### src/rtl/dac_out_pkg.sv
// Shared types and defaults for the DAC output pacing stage.
// Holds the controller state encoding and the FIFO pointer sizing helper.
package dac_out_pkg;

    typedef enum logic [1:0] {
        IDLE,
        SETTLE,
        RUN,
        DRAIN
    } state_t;

    localparam int DAC_DW         = 16;
    localparam int DAC_DIV_W      = 16;
    localparam int DAC_FIFO_DEPTH = 4;

    function automatic int ptr_w(input int depth);
        return (depth > 1) ? $clog2(depth) : 1;
    endfunction

endpackage

### src/rtl/dac_sample_fifo.sv
// Synchronous sample FIFO with registered occupancy count and a
// first-word-fall-through head, so the controller can latch it on a tick.
module dac_sample_fifo
    import dac_out_pkg::*;
#(
    parameter int DW    = DAC_DW,
    parameter int DEPTH = DAC_FIFO_DEPTH
) (
    input  logic          clk,
    input  logic          rst,
    input  logic          push,
    input  logic [DW-1:0] push_data,
    input  logic          pop,
    output logic [DW-1:0] head,
    output logic          full,
    output logic          empty
);

    localparam int AW = ptr_w(DEPTH);
    localparam int CW = AW + 1;

    logic [DW-1:0] mem [DEPTH];
    logic [AW-1:0] wr_ptr;
    logic [AW-1:0] rd_ptr;
    logic [CW-1:0] count;
    logic          do_push;
    logic          do_pop;

    assign full    = (count == CW'(DEPTH));
    assign empty   = (count == '0);
    assign do_push = push && !full;
    assign do_pop  = pop && !empty;
    assign head    = mem[rd_ptr];

    always_ff @(posedge clk or posedge rst) begin
        if (rst) begin
            wr_ptr <= '0;
            rd_ptr <= '0;
            count  <= '0;
        end else begin
            if (do_push) wr_ptr <= wr_ptr + AW'(1);
            if (do_pop)  rd_ptr <= rd_ptr + AW'(1);
            if (do_push && !do_pop)      count <= count + CW'(1);
            else if (do_pop && !do_push) count <= count - CW'(1);
        end
    end

    // Storage carries no reset; the pointers alone define what is valid.
    always_ff @(posedge clk) begin
        if (do_push) mem[wr_ptr] <= push_data;
    end

endmodule

### src/rtl/dac_out_ctrl.sv
// DAC output pacing controller: releases one buffered sample every Div+1
// clocks and owns the tristate control of the output buffer bank.
module dac_out_ctrl
    import dac_out_pkg::*;
#(
    parameter int DW         = DAC_DW,
    parameter int DIV_W      = DAC_DIV_W,
    parameter int FIFO_DEPTH = DAC_FIFO_DEPTH,
    parameter int SETTLE_CYC = 2
) (
    input  logic             CLK,
    input  logic             RST,
    input  logic             En,
    input  logic [DIV_W-1:0] Div,
    input  logic [DW-1:0]    S_Data,
    input  logic             S_Valid,
    output logic             S_Ready,
    output logic [DW-1:0]    Dout,
    output logic             Con_T,
    output logic             Dac_Wr,
    output logic             Underflow,
    output logic             Busy
);

    localparam int SW = $clog2(SETTLE_CYC + 1);

    state_t           state;
    state_t           state_nxt;
    logic [DIV_W-1:0] cnt;
    logic [DIV_W-1:0] div_q;
    logic [SW-1:0]    settle_cnt;
    logic [DW-1:0]    head;
    logic             fifo_full;
    logic             fifo_empty;
    logic             ticking;
    logic             tick;
    logic             pop;

    assign S_Ready = !fifo_full && !RST;
    assign Con_T   = (state == IDLE);
    assign Busy    = (state != IDLE);
    assign ticking = (state == RUN) || (state == DRAIN);
    assign tick    = ticking && (cnt == div_q);
    assign pop     = tick && !fifo_empty;

    dac_sample_fifo #(
        .DW    (DW),
        .DEPTH (FIFO_DEPTH)
    ) u_fifo (
        .clk       (CLK),
        .rst       (RST),
        .push      (S_Valid && S_Ready),
        .push_data (S_Data),
        .pop       (pop),
        .head      (head),
        .full      (fifo_full),
        .empty     (fifo_empty)
    );

    always_comb begin
        state_nxt = state;
        unique case (state)
            IDLE:   if (En) state_nxt = SETTLE;
            SETTLE: begin
                if (!En)                                state_nxt = IDLE;
                else if (settle_cnt == SW'(SETTLE_CYC - 1)) state_nxt = RUN;
            end
            RUN:    if (!En) state_nxt = DRAIN;
            // An empty FIFO at a drain tick means the channel has run dry.
            DRAIN: begin
                if (En)                      state_nxt = RUN;
                else if (tick && fifo_empty) state_nxt = IDLE;
            end
            default: state_nxt = IDLE;
        endcase
    end

    always_ff @(posedge CLK or posedge RST) begin
        if (RST) begin
            state      <= IDLE;
            cnt        <= '0;
            div_q      <= '0;
            settle_cnt <= '0;
            Dout       <= '0;
            Dac_Wr     <= 1'b0;
            Underflow  <= 1'b0;
        end else begin
            state      <= state_nxt;
            Dac_Wr     <= pop;
            settle_cnt <= (state == SETTLE) ? settle_cnt + SW'(1) : '0;

            if (pop)                                    Dout <= head;
            else if (state == DRAIN && state_nxt == IDLE) Dout <= '0;

            if (state == IDLE && state_nxt == SETTLE)      Underflow <= 1'b0;
            else if (state == RUN && tick && fifo_empty)  Underflow <= 1'b1;

            // Div is only picked up at a period boundary, never mid-period.
            if ((state == SETTLE && state_nxt == RUN) || tick) begin
                cnt   <= '0;
                div_q <= Div;
            end else if (ticking) begin
                cnt <= cnt + DIV_W'(1);
            end
        end
    end

endmodule

### config.mk
export PLATFORM = sky130hd
export DESIGN_NAME = dac_out_ctrl
export DESIGN_NICKNAME = d
export VERILOG_FILES = /design/src/rtl/dac_out_pkg.sv /design/src/rtl/dac_sample_fifo.sv /design/src/rtl/dac_out_ctrl.sv
export SDC_FILE = /design/constraint.sdc
export NUM_CORES = 1
export LEC_CHECK = 0
export BUFFER_PORTS_ARGS = -buffer_cell sky130_fd_sc_hd__buf_2
export CAP_MARGIN = 20
export CORE_MARGIN = 3
export CORE_UTILIZATION = 61
export CTS_CLUSTER_DIAMETER = 30
export DETAILED_ROUTE_END_ITERATION = 10
export PLACE_DENSITY = 0.82
export SYNTH_ARGS = -nofsm -noshare
export SYNTH_HDL_FRONTEND = slang
export SYNTH_SLANG_ARGS = --single-unit
### constraint.sdc
create_clock -name CLK -period 7.6 [get_ports CLK]
set_input_delay 1.14 -clock CLK [delete_from_list [all_inputs] [get_ports CLK]]
set_output_delay 1.14 -clock CLK [all_outputs]
set_load 0.03 [all_outputs]
**Word-level counts from Yosys, hierarchy flattened**

Memories as Yosys holds them, arrays and structs flattened.
Index checks and enable logic that the tools add are counted.

- $add $sub $neg: 6
- Equality and inequality tests: 8
- Multiplexer cells: 18
- Reduce and logical (&&, ||, !) cells: 29

Operators by type and width:

| cell | number |
|---|---|
| $mux 16 | 4 |
| $add 16x1->16 const B | 1 |
| $eq 16x16->1 | 1 |
| $logic_and 1x1->1 | 14 |
| $mux 2 | 7 |
| $reduce_bool 2->1 | 5 |
| $pmux 2 s4 | 1 |
| $add 2x1->2 const B | 3 |
| $eq 2x1->1 const B | 3 |
| $eq 2x2->1 const B | 3 |
| $mux 3 | 2 |
| $logic_not 1->1 | 5 |
| $logic_not 2->1 | 2 |
| $mux 1 | 4 |
| $add 3x1->3 const B | 1 |
| $eq 3x3->1 const B | 1 |
| $logic_not 3->1 | 1 |
| $sub 3x1->3 const B | 1 |
| $logic_or 1x1->1 | 2 |

- Register bits: 61
- Bits in writable memories: 64
- Word-level logic and storage cells: 72
- Memories: 1

Memories:

| name | depth | bits a word | rd ports | clocked after memory_dff | wr ports | RTL line | RTL |
|---|---|---|---|---|---|---|---|
| u_fifo.mem | 4 | 16 | 1 | 0 | 1 | dac_sample_fifo.sv:22 | `logic [DW-1:0] mem [DEPTH];` |

**Longest topological paths before layout**

Gate-level depths: netlist of run 1.

- Depth after elaboration: 11
- Depth in mapped cells: 11
- Depth with buffers taken out: 11

**Modules after synthesis**

From an unflattened synthesis of run 1, not the netlist that was laid out.

- Cells, all modules: 324
- Area, all modules: 5,230.0 um^2

By module, submodules not included:

| module | instances | cells each | area each (um^2) | seq. area each (um^2) |
|---|---|---|---|---|
| dac_sample_fifo | 1 | 120 | 2,796.4 | 2,097.0 |
| dac_out_ctrl | 1 | 204 | 2,433.6 | 1,351.3 |

**Worst setup path after synthesis of run 1**

Ideal clock, no wire load.

- Path kind: input to register
- Start point: input RST
- End point: register u_fifo.count[2]
- Setup time: 0.079 ns
- Data arrival time: 3.040 ns
- Data required time: 7.521 ns
- Setup slack: 4.481 ns
- Stages on the path: 8
- Buffers on the path: 0
- Cells stage by stage: a21oi_1 and2_0 ha_1 inv_1 fa_1 xor2_1 nor2_1 xor2_1

- Word-level cells in the longest chain between the ends: 7

RTL lines:

| item | RTL line | RTL |
|---|---|---|
| start: declaration | dac_out_ctrl.sv:12 | `input logic RST,` |
| $logic_not 1->1 (no line) * | -- |  |
| $logic_and 1x1->1 * | dac_out_ctrl.sv:39 | `assign S_Ready = !fifo_full && !RST;` |
| $logic_and 1x1->1 * | dac_out_ctrl.sv:52 | `.push (S_Valid && S_Ready),` |
| $logic_and 1x1->1 * | dac_sample_fifo.sv:31 | `assign do_push = push && !full;` |
| named net u_fifo.do_push | dac_sample_fifo.sv:26 | `logic do_push;` |
| $logic_not 1->1 | dac_sample_fifo.sv:44 | `else if (do_pop && !do_push) count <= count - CW'(1);` |
| $logic_and 1x1->1 | dac_sample_fifo.sv:44 |  |
| $reduce_bool 2->1 (no line) | -- |  |
| end signal: assignment | dac_sample_fifo.sv:43 | `if (do_push && !do_pop) count <= count + CW'(1);` |
| end signal: assignment | dac_sample_fifo.sv:44 |  |
| end: declaration | dac_sample_fifo.sv:25 | `logic [CW-1:0] count;` |

The timed path passes the listed nets; every way through them passes the cells marked *.
A chain may end at the register's enable or synchronous reset.

**Final worst setup path of run 1**

- Start point: input RST
- End point: output S_Ready

- Word-level cells in the longest chain between the ends: 2

RTL lines:

| item | RTL line | RTL |
|---|---|---|
| $logic_not 1->1 (no line) | -- |  |
| $logic_and 1x1->1 | dac_out_ctrl.sv:39 |  |
| end: declaration | dac_out_ctrl.sv:17 | `output logic S_Ready,` |

No other way between the ends.

==> summary.txt, run 1 <==
Placement
  – Pre-CTS setup slack: 4.616 ns
  – GPL Wtd Cong: 0.7514
  – HPWL Detailed: 6.016 mm
  – Port Buf Inserts: 56
  – Area after DPL: 5600 um^2

Clock tree
  – Clock Pin Slew Worst Setup and Hold Paths: 0.06 ns
  – Hold buffers post-CTS: 0
  – TritonCTS Buffers: 17
  – H-tree Lvls: 4
  – CTS tree: done
  – Max Buffers Root-to-Sink: 2
  – Worst skew pair latency: 0.52 ns
  – Post-CTS Setup Repair Bufs: 0
  – Root buffer cell: clkbuf_8
  – Clock sinks: 125
  – Post-cts sizing count: 0

Global route
  – Gr usage total: 0.2311
  – First-pass GRT wire length: 16.88 mm
  – Vias in the first global route: 3293
  – Largest net degree at the start of global routing: 62
  – Initial antenna violation count: 0
  – GR Overflow Total: 0

Timing
  – Period utilization: 0.3889
  – Max Transition Viols Final: 0
  – Worst slew pin tran: 0.8700 ns
  – Setup Skew: 0.01126 ns
  – Final setup viols: 0
  – Unrepaired setup endpoints after global routing: false
  – Relative slew slack: 0.4200
  – Final WS setup: 4.644 ns
  – Crit path time final: 2.956 ns
  – Final hold violations: 0
  – Fmax: 338.3 MHz
  – Setup_tns: 0 ns

Pwr
  – Lkg Pwr: 2.441 nW
  – Pwr dens: 337.1 nW/um^2
  – Pwr Total: 2.093 mW
  – Peak supply drop: 226.0 uV

Setup path
  – Data required, critical path: 6.46 ns
  – WS Path Type: primary input to output port
  – CP top delay family: buffers and inverters
  – Worst path cell trace: buf_2 > a21oi_1 > buf_2
  – Reg-to-Reg Start: cnt[11]
  – Worst reg-to-reg path cell count: 5
  – Worst setup EP type: output port
  – Startpoint types: primary input
  – Peak per-stage delay on the critical path: 0.29 ns
  – WP buf/inv: 2
  – Critical-path maximum fanout: 6
  – Crit path max-delay cell type: a21oi_1
  – Worst R2R End: Dout[2]
  – R2R Setup Slk: 4.90 ns
  – Crit-path most repeated cell: buf_2
  – Data arrival, critical path: 1.82 ns

Job
  – Max Cap Viol: 0

Floorplan
  – Boundary pin count: 57
  – Core area: 8258 um^2
  – Starting Density: 0.6317
  – Row Count: 33
  – Die X: 98.47 um
  – Die Span Y: 98.47 um
  – Die Area: 9696 um^2

Drt
  – DRC Markers: 0
  – Detailed-route via count: 3092
  – Drt via density: 5.758
  – Initial DRT Pass Iterations: 5
  – Starting DRC count in detailed routing: 141
  – DR WL/cell: 19.16 um
  – ANT nets after route: 0
  – Drt total wl: 10.29 mm

Min path
  – Hold Path Origin: settle_cnt[0]
  – Worst min-delay path category: flop to flop
  – WHS Endpoint: settle_cnt[0]
  – Min-Delay Path Depth: 1

Synth
  – Post-synthesis net count: 399
  – Synth top area cells: edfxtp_1 37%, dfrtp_1 29%, mux4_2 6.9%, xor2_1 3.7%, mux2_2 3.7%
  – Mapped cell area: 5216 um^2
  – Yosys warns: 0
  – Syn avg cell area: 14.69 um^2
  – Netlist cell types: 41
  – Post-Syn Instances: 355
  – Synth Register Bits: 125
  – Post-synth top area cell: edfxtp_1
  – Sequential share of the synthesized area: 0.6611
  – Synth top area share: 0.3684

Finish
  – # fillers: 509
  – ANT cells: 0
  – Fin area: 6210 um^2
  – Syn-to-layout area delta: 19.05%
  – Layout cells sized above 1: 0.2986
  – Nets: 463
  – Utilization after layout: 0.7520

Outcome
  – Status: completed
worst max path at each step:
stage | to | slack, ns | from | depth (start not counted)
after global placement | S_Ready | 4.70 | RST | 3
after detailed placement | u_fifo.count[2] | 4.62 | RST | 9
after floorplan | u_fifo.count[2] | 4.48 | RST | 8
final | S_Ready | 4.64 | RST | 3
after CTS | S_Ready | 4.65 | RST | 3
after global routing | S_Ready | 4.58 | RST | 3
cell type report:
class	instances	area, um^2	area share
sequential	125	3448	0.5553
timing repair buffer	59	322.8	0.05198
multi-input combinational	192	1608	0.2589
clock buffer	19	431.7	0.06951
clock inverter	13	177.7	0.02861
tap	105	131.4	0.02116
inverter	24	90.09	0.01451
synth_stat cells:
cell type,instances
nand2b_1,2
clkbuf_1,6
a2bb2oi_1,1
o21ai_2,1
buf_6,1
fa_1,1
nand3_2,1
and2_0,1
nor2_1,23
a21oi_1,1
o21ai_1,9
mux2_2,17
xnor2_2,1
and4_1,2
o31ai_1,1
nand3_1,5
nand2_1,12
xnor2_1,14
nor3_1,3
or2_1,1
nor4_4,1
or3_1,3
nand3b_1,1
buf_2,5
edfxtp_1,64
nand4_1,6
buf_4,1
dfrtp_1,61
nor4_2,1
or3b_1,1
inv_1,24
xor2_1,22
mux2i_1,1
buf_1,1
ha_1,7
nand4b_1,1
and2_1,1
o21ai_0,26
and3_1,6
mux4_2,16
nor4_1,3
cell usage in the layout (no fill, tap or decap), drive strengths merged, types with 2 or more instances in the layout:
master and n:
nor4 5, nor3 3, clkinv 4, xor2 22, nand4 6, and2 2, buf 59, o21ai 36
ha 7, inv 30, xnor2 15, nand2b 2, and4 2, nor2 23, nand3 6, and3 6
clkbuf 19, mux2 17, dfrtp 61, nand2 12, bufinv 3, or3 3, edfxtp 64, mux4 16
where the power goes:
part	leakage, nW	total [mW]	switching [mW]	internal [mW]
Clock	0.299	0.831	0.314	0.517
Sequential	1.29	0.934	0.0973	0.836
Combinational	0.857	0.329	0.175	0.154
sequential cells by signal, indices dropped and copies added (netlist names):
register,count
u_fifo.count,3
div_q,16
u_fifo.rd_ptr,2
settle_cnt,2
cnt,16
Dac_Wr,1
state,2
u_fifo.wr_ptr,2
Dout,16
Underflow,1
u_fifo.mem,64
layer usage:
metal	wire length [um]	global-route usage	up-vias
met5	0	0	-
met4	136	0.06828	0
met3	519	0.06582	16
met2	5501	0.3999	90
met1	4134	0.2857	1587
li1	-	-	1399
cells by family (layout without fill, tap and decap cells):
group	after synthesis	in the layout	share of synthesized area
flip-flops	125	125	0.6611
XOR/XNOR	37	37	0.06356
AND/OR/NAND/NOR	74	74	0.07700
buffers and inverters	38	115	0.03070
AO/OA/AOI/OAI	39	39	0.03934
multiplexers	34	34	0.1077
adder cells (fa/ha/maj)	8	8	0.02063
per-stage QoR:
stage          hold WS [ns]  cells
5_1_grt              0.4664    537
3_5_place_dp         0.4266    505
2_1_floorplan        0.4089    355
3_3_place_gp         0.4190    504
4_1_cts              0.4346    537
6_report             0.4295    537
Power figures use the tool's default switching activity.
==> run 2: changes to the inputs <==
- CORE_UTILIZATION: 61 -> 58
- PLACE_DENSITY: 0.82 -> 0.79
- clock period: 7.6 -> 2.8 ns (I/O delays scaled with it)
==> run 2 against run 1 <==
Register-to-register slack worse by 4.7 ns. Clock skew shrank 0.0044 ns. Critical path type is now flop to flop. Largest cell class unchanged. Critical path depth is 6 higher. Worst setup slack worse by 4.4 ns. Sequential power rose to 2.7 times the previous value. Largest power group unchanged. Cell count grew 1.3%. Routed wire length fell by 2.1%. Utilization decreased by 2.2 points. Hold slack lost 0.31 ns. Clock power up 140%.
==> summary.txt, run 2 (synthesis gave the netlist of run 1 again) <==
Drt
  – Drt via density: 5.713
  – Initial DRT Pass Iterations: 4
  – Starting DRC count in detailed routing: 160
  – ANT nets after route: 0
  – Detailed-route via count: 3108
  – DR WL/cell: 18.51 um
  – Drt total wl: 10.07 mm
  – DRC Markers: 0

Placement
  – Port Buf Inserts: 56
  – Pre-CTS setup slack: 0.1954 ns
  – HPWL Detailed: 6.485 mm
  – GPL Wtd Cong: 0.8111
  – Area after DPL: 5625 um^2

Job
  – Max Cap Viol: 0

Floorplan
  – Starting Density: 0.6163
  – Die X: 100.8 um
  – Core area: 8464 um^2
  – Row Count: 33
  – Boundary pin count: 57
  – Die Span Y: 100.8 um
  – Die Area: 10170 um^2

Timing
  – Max Transition Viols Final: 0
  – Fmax: 387.9 MHz
  – Setup_tns: 0 ns
  – Crit path time final: 2.578 ns
  – Unrepaired setup endpoints after global routing: false
  – Worst slew pin tran: 0.8165 ns
  – Setup Skew: 0.006824 ns
  – Hold_ws: 0.1226 ns
  – Final setup viols: 0
  – Relative slew slack: 0.4557
  – Final WS setup: 0.2221 ns
  – Final hold violations: 0
  – Period utilization: 0.9207

Finish
  – Max FFs per register: 64
  – Fin area: 6178 um^2
  – Utilization after layout: 0.7299
  – Nets: 470
  – Most common cell after layout, fill and taps aside: edfxtp_1
  – Layout cells sized above 1: 0.3098
  – Most frequent cells in the layout: 64 x edfxtp_1, 61 x dfrtp_1, 56 x buf_2, 26 x o21ai_0
  – ANT cells: 0
  – Largest Register: u_fifo.mem
  – Syn-to-layout area delta: 18.45%

Clock tree
  – Max Buffers Root-to-Sink: 2
  – Post-CTS Setup Repair Bufs: 0
  – Root buffer cell: clkbuf_8
  – Clock sinks: 125
  – Clock Pin Slew Worst Setup and Hold Paths: 0.06 ns
  – Worst skew pair latency: 0.51 ns
  – H-tree Lvls: 4
  – CTS tree: done
  – TritonCTS Buffers: 17

Global route
  – Gr usage total: 0.2221
  – First-pass GRT wire length: 16.71 mm
  – GR Overflow Total: 0
  – Initial antenna violation count: 0
  – Vias in the first global route: 3373
  – Largest net degree at the start of global routing: 52

Min path
  – Worst min-delay path category: primary input to flop

Pwr
  – Peak supply drop: 596.3 uV
  – Pwr dens: 877.3 nW/um^2
  – Lkg Pwr: 2.431 nW

Setup path
  – Startpoint types: flop
  – WS Path Type: flop to flop
  – Data arrival, critical path: 2.97 ns
  – Critical-path maximum fanout: 4
  – Data required, critical path: 3.19 ns
  – Worst setup EP type: flop

Outcome
  – Status: completed
run 2: stage by stage:
stage          total power [mW]  instances
5_1_grt                   5.702        544
2_1_floorplan             3.193        355
3_5_place_dp              3.484        511
4_1_cts                   5.476        544
6_report                  5.421        544
3_3_place_gp              3.417        511
run 2: power by group:
group | internal [mW] | switching (mW)
logic | 0.438 | 0.524
clock network | 1.11 | 0.847
registers | 2.27 | 0.231
run 2: final cells by class:
cell class | count | area [um^2]
clock buffers | 17 | 414.1
clock inverters | 15 | 128.9
fillers | 538 | 2286
inverters | 24 | 90.09
multi-input cells | 192 | 1608
flip-flops and latches | 125 | 3448
well taps | 105 | 131.4
repair buffers | 66 | 357.8
run 2: worst max-delay path: stages, from the launching register on:
cell,delay (ns)
dfrtp_1,0.43
xor2_1,0.18
nor4_2,0.36
nand2_1,0.09
nor4_1,0.34
nand2_1,0.10
ha_1,0.23
inv_1,0.07
fa_1,0.40
mux2_2,0.26
run 2: worst paths after layout:
check,cells after the start,slack [ns],from,end
worst max register to register,9,0.22,cnt[11],u_fifo.count[1]
min in group asynchronous,3,0.39,RST,Dout[9]
max in group asynchronous,4,1.49,RST,div_q[15]
worst max-delay path,9,0.22,cnt[11],u_fifo.count[1]
worst min-delay path,1,0.12,S_Data[7],u_fifo.mem[3][7]
worst min register to register,1,0.44,settle_cnt[0],settle_cnt[0]
run 2: timing repair:
action | 4_1_cts | 5_1_grt
endpoints found under the hold margin | 10 | 0
hold buffers | 1 | 0
gates resized for setup | 0 | 0
run 2: routing by layer:
layer	GRT usage	routed length, um	vias to the layer above	part of all wire
met1	0.2531	3873	1583	0.38
met5	0	0	-	0
met2	0.4051	5577	94	0.55
li1	-	-	1415	-
met3	0.05952	492	16	0.049
met4	0.06943	129	0	0.013
